<file path="config.mk">
export PLATFORM = sky130hd
export DESIGN_NAME = cmd_multi_loader
export DESIGN_NICKNAME = d
export VERILOG_FILES = /design/src/rtl/ht_loader_pkg.sv /design/src/rtl/loader_wr_hs.sv /design/src/rtl/cmd_multi_loader.sv
export SDC_FILE = /design/constraint.sdc
export NUM_CORES = 1
export LEC_CHECK = 0
export CORE_AREA = 2 2 90 92
export DETAILED_ROUTE_END_ITERATION = 10
export DIE_AREA = 0 0 92 94
export DONT_BUFFER_PORTS = 1
export PLACE_DENSITY = 0.74
export SYNTH_ARGS = -nofsm -noshare
export SYNTH_HDL_FRONTEND = slang
export SYNTH_HIERARCHICAL = 1
export SYNTH_SLANG_ARGS = --single-unit
</file>
<file path="constraint.sdc">
create_clock -name clk_sys -period 2.2 [get_ports clk_sys]
set_input_delay 0.66 -clock clk_sys [delete_from_list [all_inputs] [get_ports clk_sys]]
set_output_delay 0.66 -clock clk_sys [all_outputs]
set_load 0.005 [all_outputs]
</file>
<file path="src/rtl/ht_loader_pkg.sv">
// Shared types and record decoding for the hps_io download loaders.
package ht_loader_pkg;

    typedef enum logic [3:0] {
        S_IDLE, S_TYPE, S_LEN, S_ADDR_LO, S_ADDR_HI, S_DATA, S_SKIP, S_XLO, S_XHI, S_DONE
    } state_t;

    typedef enum logic [1:0] {M_IDLE, M_CMD, M_RAW} mode_t;

    typedef enum logic [1:0] {K_LOAD, K_XFER, K_SKIP} rec_kind_t;

    localparam logic [7:0] REC_LOAD = 8'h01;
    localparam logic [7:0] REC_XFER = 8'h02;
    localparam logic [7:0] REC_NAME = 8'h05;

    function automatic rec_kind_t classify(input logic [7:0] rec_type);
        case (rec_type)
            REC_LOAD: return K_LOAD;
            REC_XFER: return K_XFER;
            REC_NAME: return K_SKIP;
            default:  return K_SKIP;
        endcase
    endfunction

    // Load length includes the two address bytes; small values wrap into 254..256.
    function automatic logic [8:0] load_count(input logic [7:0] len);
        return (len >= 8'd3) ? ({1'b0, len} - 9'd2) : ({1'b0, len} + 9'd254);
    endfunction

    function automatic logic [8:0] skip_count(input logic [7:0] len);
        return (len == 8'd0) ? 9'd256 : {1'b0, len};
    endfunction

endpackage

</file>
<file path="src/rtl/loader_wr_hs.sv">
// Single-entry write holding register: presents one RAM write until accepted
// and stalls the byte source while it is occupied.
module loader_wr_hs #(
    parameter int AW = 16
) (
    input  logic          clk_sys,
    input  logic          reset_n,
    input  logic          push,
    input  logic [AW-1:0] push_addr,
    input  logic [7:0]    push_data,
    input  logic          ready,
    output logic          wr,
    output logic [AW-1:0] addr,
    output logic [7:0]    data,
    output logic          stall
);

    logic          valid_reg;
    logic [AW-1:0] addr_reg;
    logic [7:0]    data_reg;

    always_ff @(posedge clk_sys) begin
        if (!reset_n) begin
            valid_reg <= 1'b0;
            addr_reg  <= '0;
            data_reg  <= '0;
        end else if (push && !valid_reg) begin
            valid_reg <= 1'b1;
            addr_reg  <= push_addr;
            data_reg  <= push_data;
        end else if (valid_reg && ready) begin
            valid_reg <= 1'b0;
        end
    end

    assign wr    = valid_reg;
    assign addr  = addr_reg;
    assign data  = data_reg;
    assign stall = valid_reg;

endmodule

</file>
<file path="src/rtl/cmd_multi_loader.sv">
// Download loader for TRS-80 /CMD record files and raw binary images,
// feeding the core's RAM port through a ready/valid write register.
module cmd_multi_loader
    import ht_loader_pkg::*;
#(
    parameter int            AW        = 16,
    parameter logic [7:0]    CMD_INDEX = 8'd2,
    parameter logic [7:0]    RAW_INDEX = 8'd3,
    parameter logic [AW-1:0] RAW_BASE  = AW'('h5200)
) (
    input  logic          clk_sys,
    input  logic          reset_n,
    input  logic          ioctl_download,
    input  logic          ioctl_wr,
    input  logic [7:0]    ioctl_dout,
    input  logic [7:0]    ioctl_index,
    output logic          ioctl_wait,
    output logic          loader_download,
    output logic          loader_wr,
    input  logic          loader_ready,
    output logic [AW-1:0] loader_addr,
    output logic [7:0]    loader_data,
    output logic [AW-1:0] execute_addr,
    output logic          execute_enable,
    output logic          err
);

    state_t        state_reg, state_next;
    mode_t         mode_reg;
    rec_kind_t     kind_reg;
    logic [8:0]    count_reg;
    logic [AW-1:0] addr_reg, exec_addr_reg;
    logic          xfer_seen_reg, err_reg, ending_reg, download_reg, exec_en_reg, dl_prev_reg;

    logic active, start, end_evt, byte_in, violation, byte_ok, truncated, finish, fire, push;

    assign active    = (mode_reg != M_IDLE);
    assign start     = ioctl_download && !dl_prev_reg && !active &&
                       (ioctl_index == CMD_INDEX || ioctl_index == RAW_INDEX);
    assign end_evt   = !ioctl_download && dl_prev_reg && active && !ending_reg;
    assign byte_in   = ioctl_wr && ioctl_download && active && !ending_reg;
    assign violation = byte_in && ioctl_wait;
    assign byte_ok   = byte_in && !ioctl_wait;
    assign truncated = end_evt && (mode_reg == M_CMD) &&
                       !(state_reg == S_TYPE || state_reg == S_DONE);
    // The session closes only once the last write has left the holding register.
    assign finish    = (end_evt || ending_reg) && (!loader_wr || loader_ready);
    assign fire      = finish && (mode_reg == M_CMD) && xfer_seen_reg &&
                       !err_reg && !truncated && !violation;

    always_ff @(posedge clk_sys) begin
        if (!reset_n) state_reg <= S_IDLE;
        else          state_reg <= state_next;
    end

    always_comb begin
        state_next = state_reg;
        if (start) begin
            state_next = (ioctl_index == CMD_INDEX) ? S_TYPE : S_IDLE;
        end else if (finish) begin
            state_next = S_IDLE;
        end else if (byte_ok && mode_reg == M_CMD) begin
            case (state_reg)
                S_TYPE:    state_next = S_LEN;
                S_LEN: begin
                    if (kind_reg == K_LOAD)      state_next = S_ADDR_LO;
                    else if (kind_reg == K_XFER) state_next = S_XLO;
                    else                         state_next = S_SKIP;
                end
                S_ADDR_LO: state_next = S_ADDR_HI;
                S_ADDR_HI: state_next = S_DATA;
                S_DATA, S_SKIP: begin
                    if (count_reg == 9'd1) state_next = S_TYPE;
                end
                S_XLO:     state_next = S_XHI;
                S_XHI:     state_next = S_DONE;
                default:   state_next = state_reg;
            endcase
        end
    end

    always_comb begin
        push = 1'b0;
        if (byte_ok) push = (mode_reg == M_RAW) || (state_reg == S_DATA);
    end

    always_ff @(posedge clk_sys) begin
        // Edge tracker runs through reset so a download held high does not re-trigger.
        dl_prev_reg <= ioctl_download;
        exec_en_reg <= 1'b0;
        if (!reset_n) begin
            mode_reg      <= M_IDLE;
            kind_reg      <= K_SKIP;
            count_reg     <= '0;
            addr_reg      <= '0;
            exec_addr_reg <= '0;
            xfer_seen_reg <= 1'b0;
            err_reg       <= 1'b0;
            ending_reg    <= 1'b0;
            download_reg  <= 1'b0;
        end else if (start) begin
            mode_reg      <= (ioctl_index == CMD_INDEX) ? M_CMD : M_RAW;
            addr_reg      <= RAW_BASE;
            xfer_seen_reg <= 1'b0;
            err_reg       <= 1'b0;
            ending_reg    <= 1'b0;
            download_reg  <= 1'b1;
        end else if (active) begin
            if (violation || truncated) err_reg <= 1'b1;
            if (end_evt) ending_reg <= 1'b1;
            if (finish) begin
                mode_reg     <= M_IDLE;
                ending_reg   <= 1'b0;
                download_reg <= 1'b0;
                exec_en_reg  <= fire;
            end
            if (byte_ok) begin
                if (mode_reg == M_RAW) begin
                    addr_reg <= addr_reg + AW'(1);
                end else begin
                    case (state_reg)
                        S_TYPE:    kind_reg <= classify(ioctl_dout);
                        S_LEN:     count_reg <= (kind_reg == K_LOAD) ? load_count(ioctl_dout)
                                                                     : skip_count(ioctl_dout);
                        S_ADDR_LO: addr_reg <= {addr_reg[AW-1:8], ioctl_dout};
                        S_ADDR_HI: addr_reg <= AW'({ioctl_dout, addr_reg[7:0]});
                        S_DATA: begin
                            addr_reg  <= addr_reg + AW'(1);
                            count_reg <= count_reg - 9'd1;
                        end
                        S_SKIP:    count_reg <= count_reg - 9'd1;
                        S_XLO:     exec_addr_reg <= {exec_addr_reg[AW-1:8], ioctl_dout};
                        S_XHI: begin
                            exec_addr_reg <= AW'({ioctl_dout, exec_addr_reg[7:0]});
                            xfer_seen_reg <= 1'b1;
                        end
                        default: ;
                    endcase
                end
            end
        end
    end

    loader_wr_hs #(.AW(AW)) u_wr_hs (
        .clk_sys   (clk_sys),
        .reset_n   (reset_n),
        .push      (push),
        .push_addr (addr_reg),
        .push_data (ioctl_dout),
        .ready     (loader_ready),
        .wr        (loader_wr),
        .addr      (loader_addr),
        .data      (loader_data),
        .stall     (ioctl_wait)
    );

    assign loader_download = download_reg;
    assign execute_addr    = exec_addr_reg;
    assign execute_enable  = exec_en_reg;
    assign err             = err_reg;

endmodule

</file>
Word level (Yosys, flattened, before mapping)
Index checks and enable logic that the tools add are counted.
{"block": "totals", "reg_bits": 80, "mem_count": 0, "mem_bits_rw": 0, "elab_cells": 148, "out_inout_bits": 45, "romBits": 0, "latch_bits": 0}
{"block": "op_classes", "magnitude_cmp": 1, "multipliers": 0, "n_bitwise": 7, "eq_ne": 21, "shift": 0, "n_reduce_logical": 66, "addsub": 4, "mux": 31, "div_mod_pow": 0}
{"operator": "$pmux W16 S3", "n": 1}
{"operator": "$mux W15", "n": 3}
{"operator": "$pmux W16 S2", "n": 1}
{"operator": "$pmux W4 S7", "n": 1}
{"operator": "$mux W9", "n": 3}
{"operator": "$eq A8 B2 Y1 const B", "n": 3}
{"operator": "$logic_and A1 B1 Y1", "n": 22}
{"operator": "$pmux W9 S2", "n": 1}
{"operator": "$add A16 B1 Y16 const B", "n": 1}
{"operator": "$eq A4 B3 Y1 const B", "n": 4}
{"operator": "$mux W16", "n": 1}
{"operator": "$mux W4", "n": 4}
{"operator": "$reduce_and A4 Y1", "n": 4}
{"operator": "$reduce_bool A2 Y1", "n": 7}
{"operator": "$reduce_and A6 Y1", "n": 2}
{"operator": "$mux W1", "n": 10}
{"operator": "$reduce_and A5 Y1", "n": 2}
{"operator": "$add A8 B8 Y9 const B", "n": 1}
{"operator": "$eq A9 B1 Y1 const B", "n": 1}
{"operator": "$logic_not A1 Y1", "n": 9}
{"operator": "$reduce_bool A3 Y1", "n": 3}
{"operator": "$reduce_bool A9 Y1", "n": 1}
{"operator": "$sub A8 B2 Y9 const B", "n": 1}
{"operator": "$sub A9 B1 Y9 const B", "n": 1}
{"operator": "other kinds (22)", "n": 43}

Longest topological paths before layout
{"block": "logic_depth", "ltp_word": 11, "mapped_depth": 8, "mapped_depth_nobuf": 7}

Cells and area by module
Netlist, hierarchy kept.
{"module": "cmd_multi_loader", "n_inst": 1, "area_per_inst_um2": 3240.6, "cells_per_inst": 413, "seq_area_each_um2": 1101.1}
{"module": "loader_wr_hs", "n_inst": 1, "area_per_inst_um2": 1028.5, "cells_per_inst": 109, "seq_area_each_um2": 500.5}

Least setup slack after synthesis
Ideal clock, no wire load.
{"block": "synth_timing", "path_kind": "input to register", "from": "input port ioctl_dout[1]", "to": "register count_reg[7]", "path_stages": 8, "required_ps": 2129, "arrival_time_ps": 2047, "setup_slack_ps": 83, "path_buffers": 1, "path_cell_list": "buf_4 inv_1 ha_1 or3b_2 nor2_2 xnor2_1 a211o_1 a21oi_1"}
{"block": "synth_via", "elab_chain_cells": 4, "elab_cells_between_ends": 8, "classes_between": "2 x add/sub; 1 x order compare; 4 x mux; 1 x reduce/logical"}
{"element": "start: declaration", "line": "cmd_multi_loader.sv:15", "text": "input logic [7:0] ioctl_dout,"}
{"element": "$add A8 B8 Y9 (tied with other cells)", "line": "ht_loader_pkg.sv:27", "text": "return (len >= 8'd3) ? ({1'b0, len} - 9'd2) : ({1'b0, len} + 9'd254);"}
{"element": "$mux W9, on equally long branches", "line": "ht_loader_pkg.sv:27, ht_loader_pkg.sv:31"}
{"element": "$mux W9 (*)", "line": "cmd_multi_loader.sv:123", "text": "S_LEN: count_reg <= (kind_reg == K_LOAD) ? load_count(ioctl_dout)"}
{"element": "$pmux W9 S2 (*)", "line": "cmd_multi_loader.sv:121", "text": "case (state_reg)"}
{"element": "end signal: assignment", "line": "cmd_multi_loader.sv:123"}
{"element": "end signal: assignment", "line": "cmd_multi_loader.sv:129", "text": "count_reg <= count_reg - 9'd1;"}
{"element": "end signal: assignment", "line": "cmd_multi_loader.sv:131", "text": "S_SKIP: count_reg <= count_reg - 9'd1;"}
{"element": "end: declaration", "line": "cmd_multi_loader.sv:31", "text": "logic [8:0] count_reg;"}
Every way passes the cells marked *; elsewhere a longest branch is shown, timed or not.
A chain may end at the register's enable or synchronous reset.

Worst setup path in the final report
{"block": "layout_timing", "from": "register state_reg[1]", "to": "register state_reg[0]"}
{"block": "layout_via", "elab_chain_cells": 6, "elab_cells_between_ends": 16, "classes_between": "9 x eq/ne; 4 x mux; 3 x reduce/logical"}
{"element": "start: declaration", "line": "cmd_multi_loader.sv:28", "text": "state_t state_reg, state_next;"}
{"element": "start signal: assignment", "line": "cmd_multi_loader.sv:53", "text": "else state_reg <= state_next;"}
{"element": "$eq A4 B3 Y1", "line": "cmd_multi_loader.sv:63", "text": "case (state_reg)"}
{"element": "$reduce_or A2 Y1 (no source line)"}
{"element": "$pmux W4 S7", "line": "cmd_multi_loader.sv:63"}
{"element": "$mux W4", "line": "cmd_multi_loader.sv:62", "text": "end else if (byte_ok && mode_reg == M_CMD) begin"}
{"element": "$mux W4", "line": "cmd_multi_loader.sv:60", "text": "end else if (finish) begin"}
{"element": "$mux W4", "line": "cmd_multi_loader.sv:58", "text": "if (start) begin"}
Several ways; a longest one is shown, not always the timed one. The select of a mux whose other input is x is not followed.

==> results.sh <==
export IMPL_period_share=0.895
export IMPL_hold_buffers=0
export IMPL_final_common_cell="nand2_1"
export IMPL_final_cell_mix="102 x nand2_1, 80 x dfxtp_1, 50 x a21oi_1, 38 x nor2_1, 28 x mux2i_1"
export IMPL_layout_setup_ws_ps=231
export IMPL_post_drt_wl_per_cell_um=17.0
export IMPL_period_minus_slack_ps=1970
export IMPL_nFillCells=694
export IMPL_drtPass1Iterations=5
export IMPL_yosysTopAreaCell="dfxtp_1"
export IMPL_critPathSlowestCell="dfxtp_1"
export IMPL_power_leakage_nw=1.54
export IMPL_cts_resized=0
export IMPL_timing_rr_start="state_reg[1]"
export IMPL_drive_gt1_frac=0.110
export IMPL_syn_nets=548
export IMPL_core_mm2=0.00761
export IMPL_cp_num_buf_inv=0
export IMPL_drt_initial_drc_count=249
export IMPL_initial_core_util=0.561
export IMPL_cp_slowest_stage_delay_ps=670
export IMPL_holdCritPathClass="input pin to flip-flop"
export IMPL_crit_family="compound AO/OA/AOI/OAI gates"
export IMPL_grt_pass1_vias=3565
export IMPL_viasPerCell=6.05
export IMPL_cp_data_arrival_time_ps=2220
export IMPL_portBuffers=0
export IMPL_setup_viol=0
export IMPL_synth_seq_cells=80
export IMPL_synth_area_leaders="dfxtp_1 38%, nand2_1 9.0%, mux2i_1 6.6%"
export IMPL_ios=66
export IMPL_cts_setup_buffers=0
export IMPL_grt_pass1_wl_um=17300
export IMPL_clk_pin_slew_worst_paths_ps=80
export IMPL_holdPathStages=0
export IMPL_synthFlopType="dfxtp_1"
export IMPL_min_from="ioctl_download"
export IMPL_yosys_warnings=6
export IMPL_post_place_ws_ps=163
export IMPL_min_to="dl_prev_reg"
export IMPL_rr_endpoint="state_reg[0]"
export IMPL_synth_distinct_cells=70
export IMPL_cts_buffer_depth=2
export IMPL_ant_nets=0
export IMPL_drcViolationCount=0
export IMPL_seqPwrFrac=0.557
export IMPL_grt_usage=0.254
export IMPL_hold_viol_final=0
export IMPL_synth_async_reset_ratio=0
export IMPL_dieHeight_um=94
export IMPL_nets=546
export IMPL_area_growth_synth_to_final_pct=5.83
export IMPL_antenna_found_initial=0
export IMPL_combPwrFrac=0.042
export IMPL_die_w_um=92
export IMPL_ys_seq_area_frac=0.375
export IMPL_final_max_slew_viol_count=0
export IMPL_netlist_instances=522
export IMPL_clock_latency_ps=370
export IMPL_synth_top_area_frac=0.375
export IMPL_tritoncts="yes"
export IMPL_pwr_share_clk=0.401
export IMPL_status="finished, final reports clean"
export IMPL_crit_chain="xnor2_1 > a311oi_1 > nor3_2 > a31oi_1 > o32ai_1"
export IMPL_worstMarginPinSlew_ps=541
export IMPL_hpwl_um=7310
export IMPL_syn_area_mm2=0.00427
export IMPL_clock_sinks=80
export IMPL_powerDensity_mw_per_mm2=578
export IMPL_setup_tns_ps=0
export IMPL_cellInternalPower_w=0.00195
export IMPL_peakVddDrop_uv=347
export IMPL_rows=32
export IMPL_grt_max_degree=58
export IMPL_synth_area_per_cell_um2=8.18
export IMPL_die_area_mm2=0.00865
export IMPL_end_kind="flip-flop"
export IMPL_r2r_setup_slack_ps=230
export IMPL_cap_violations=0
export IMPL_rr_worst_depth=5
export IMPL_crit_type="flip-flop to flip-flop"
export IMPL_cp_max_fo=15
export IMPL_place_congestion=0.943
export IMPL_vias=3795
export IMPL_synth_edff_count=0
export IMPL_p_sw_w=0.000659
export IMPL_finClkSkew_ps=6.22
export IMPL_overflow=0
export IMPL_htree_levels=3
export IMPL_worstPathRequired_ps=2450
export IMPL_max_freq_ghz=0.508
export IMPL_rsz0062_at_grt="false"
export IMPL_max_slew_margin_rel=0.639
export IMPL_cts_buffers_inserted=9
export IMPL_wl_um=10700
export IMPL_crit_path_start_kind="flip-flop"
export IMPL_root_buffer="clkbuf_8"
export IMPL_antenna_cells=0
export IMPL_swShare=0.252
-- worst reg2reg max path, stage by stage, from the launching register on --
cell,delay (ps)
dfxtp_1,670
xnor2_1,170
a311oi_1,490
nor3_2,170
a31oi_1,250
o32ai_1,110
-- per-stage QoR --
stage,cells,power (W),utilization,hold WS [ps],cell area [µm²]
after CTS,627,0.00262,0.594,306,4520
after global routing,627,0.00271,0.594,292,4520
after global placement,611,0.00159,0.569,457,4330
final,627,0.00261,0.594,316,4520
after detailed placement,611,0.00159,0.569,469,4330
after floorplan,522,0.00160,-,440,4270
-- cells in the mapped netlist (8+ instances only) --
| library cell | n |
|---|---|
| nand2_1 | 102 |
| dfxtp_1 | 80 |
| a21oi_1 | 50 |
| nor2_1 | 38 |
| mux2i_1 | 28 |
| nand3_1 | 20 |
| o21ai_0 | 20 |
| inv_1 | 12 |
| nor3_1 | 12 |
| buf_2 | 11 |
| nand4_1 | 9 |
| xnor2_1 | 8 |
-- power by group through the flow --
stage	combinational [W]	sequential, W	clock, W
finish	0.000109	0.00145	0.00105
global route	0.000120	0.00146	0.00113
CTS	0.000108	0.00145	0.00106
detailed placement	0.000107	0.00149	0
global placement	0.000106	0.00149	0
floorplan	0.000114	0.00149	0
-- final cells by class --
type / instances / area (µm²) / share of cell area
clock buffer: 10 / 138 / 0.0305
clock inverter: 6 / 51.3 / 0.0114
inverter: 12 / 45.0 / 0.00997
multi-input combinational: 397 / 2380 / 0.527
sequential: 80 / 1600 / 0.354
tap: 102 / 128 / 0.0282
timing repair buffer: 20 / 175 / 0.0388
-- how the worst max path moves through the flow --
| stage | start | end | slack (ps) | cells past startpoint |
|---|---|---|---|---|
| 2_1_floorplan | ioctl_dout[1] | count_reg[7] | 80 | 8 |
| 3_3_place_gp | ioctl_dout[1] | count_reg[7] | 190 | 7 |
| 3_5_place_dp | ioctl_dout[1] | count_reg[5] | 160 | 7 |
| 4_1_cts | state_reg[1] | u_wr_hs/data[5] | 270 | 6 |
| 5_1_grt | state_reg[0] | addr_reg[1] | 80 | 5 |
| 6_report | state_reg[1] | state_reg[0] | 230 | 5 |
-- per-layer routing --
layer	GRT usage	vias to the layer above	wire (µm)	part of all wire
met5	0	-	0	0
met4	0.0771	0	68	0.0064
met3	0.0778	8	987	0.093
met2	0.387	180	4780	0.45
met1	0.345	1770	4820	0.45
li1	-	1837	-	-
-- cell families after synthesis --
kind of cell    Yosys count  synth area share
compound gates          119             0.179
simple gates            232             0.271
flops                    80             0.375
xor+xnor                 13            0.0267
buf+inv                  45            0.0674
fa+ha+maj                 5            0.0147
mux                      28            0.0657
(Power assumes the default switching activity.)
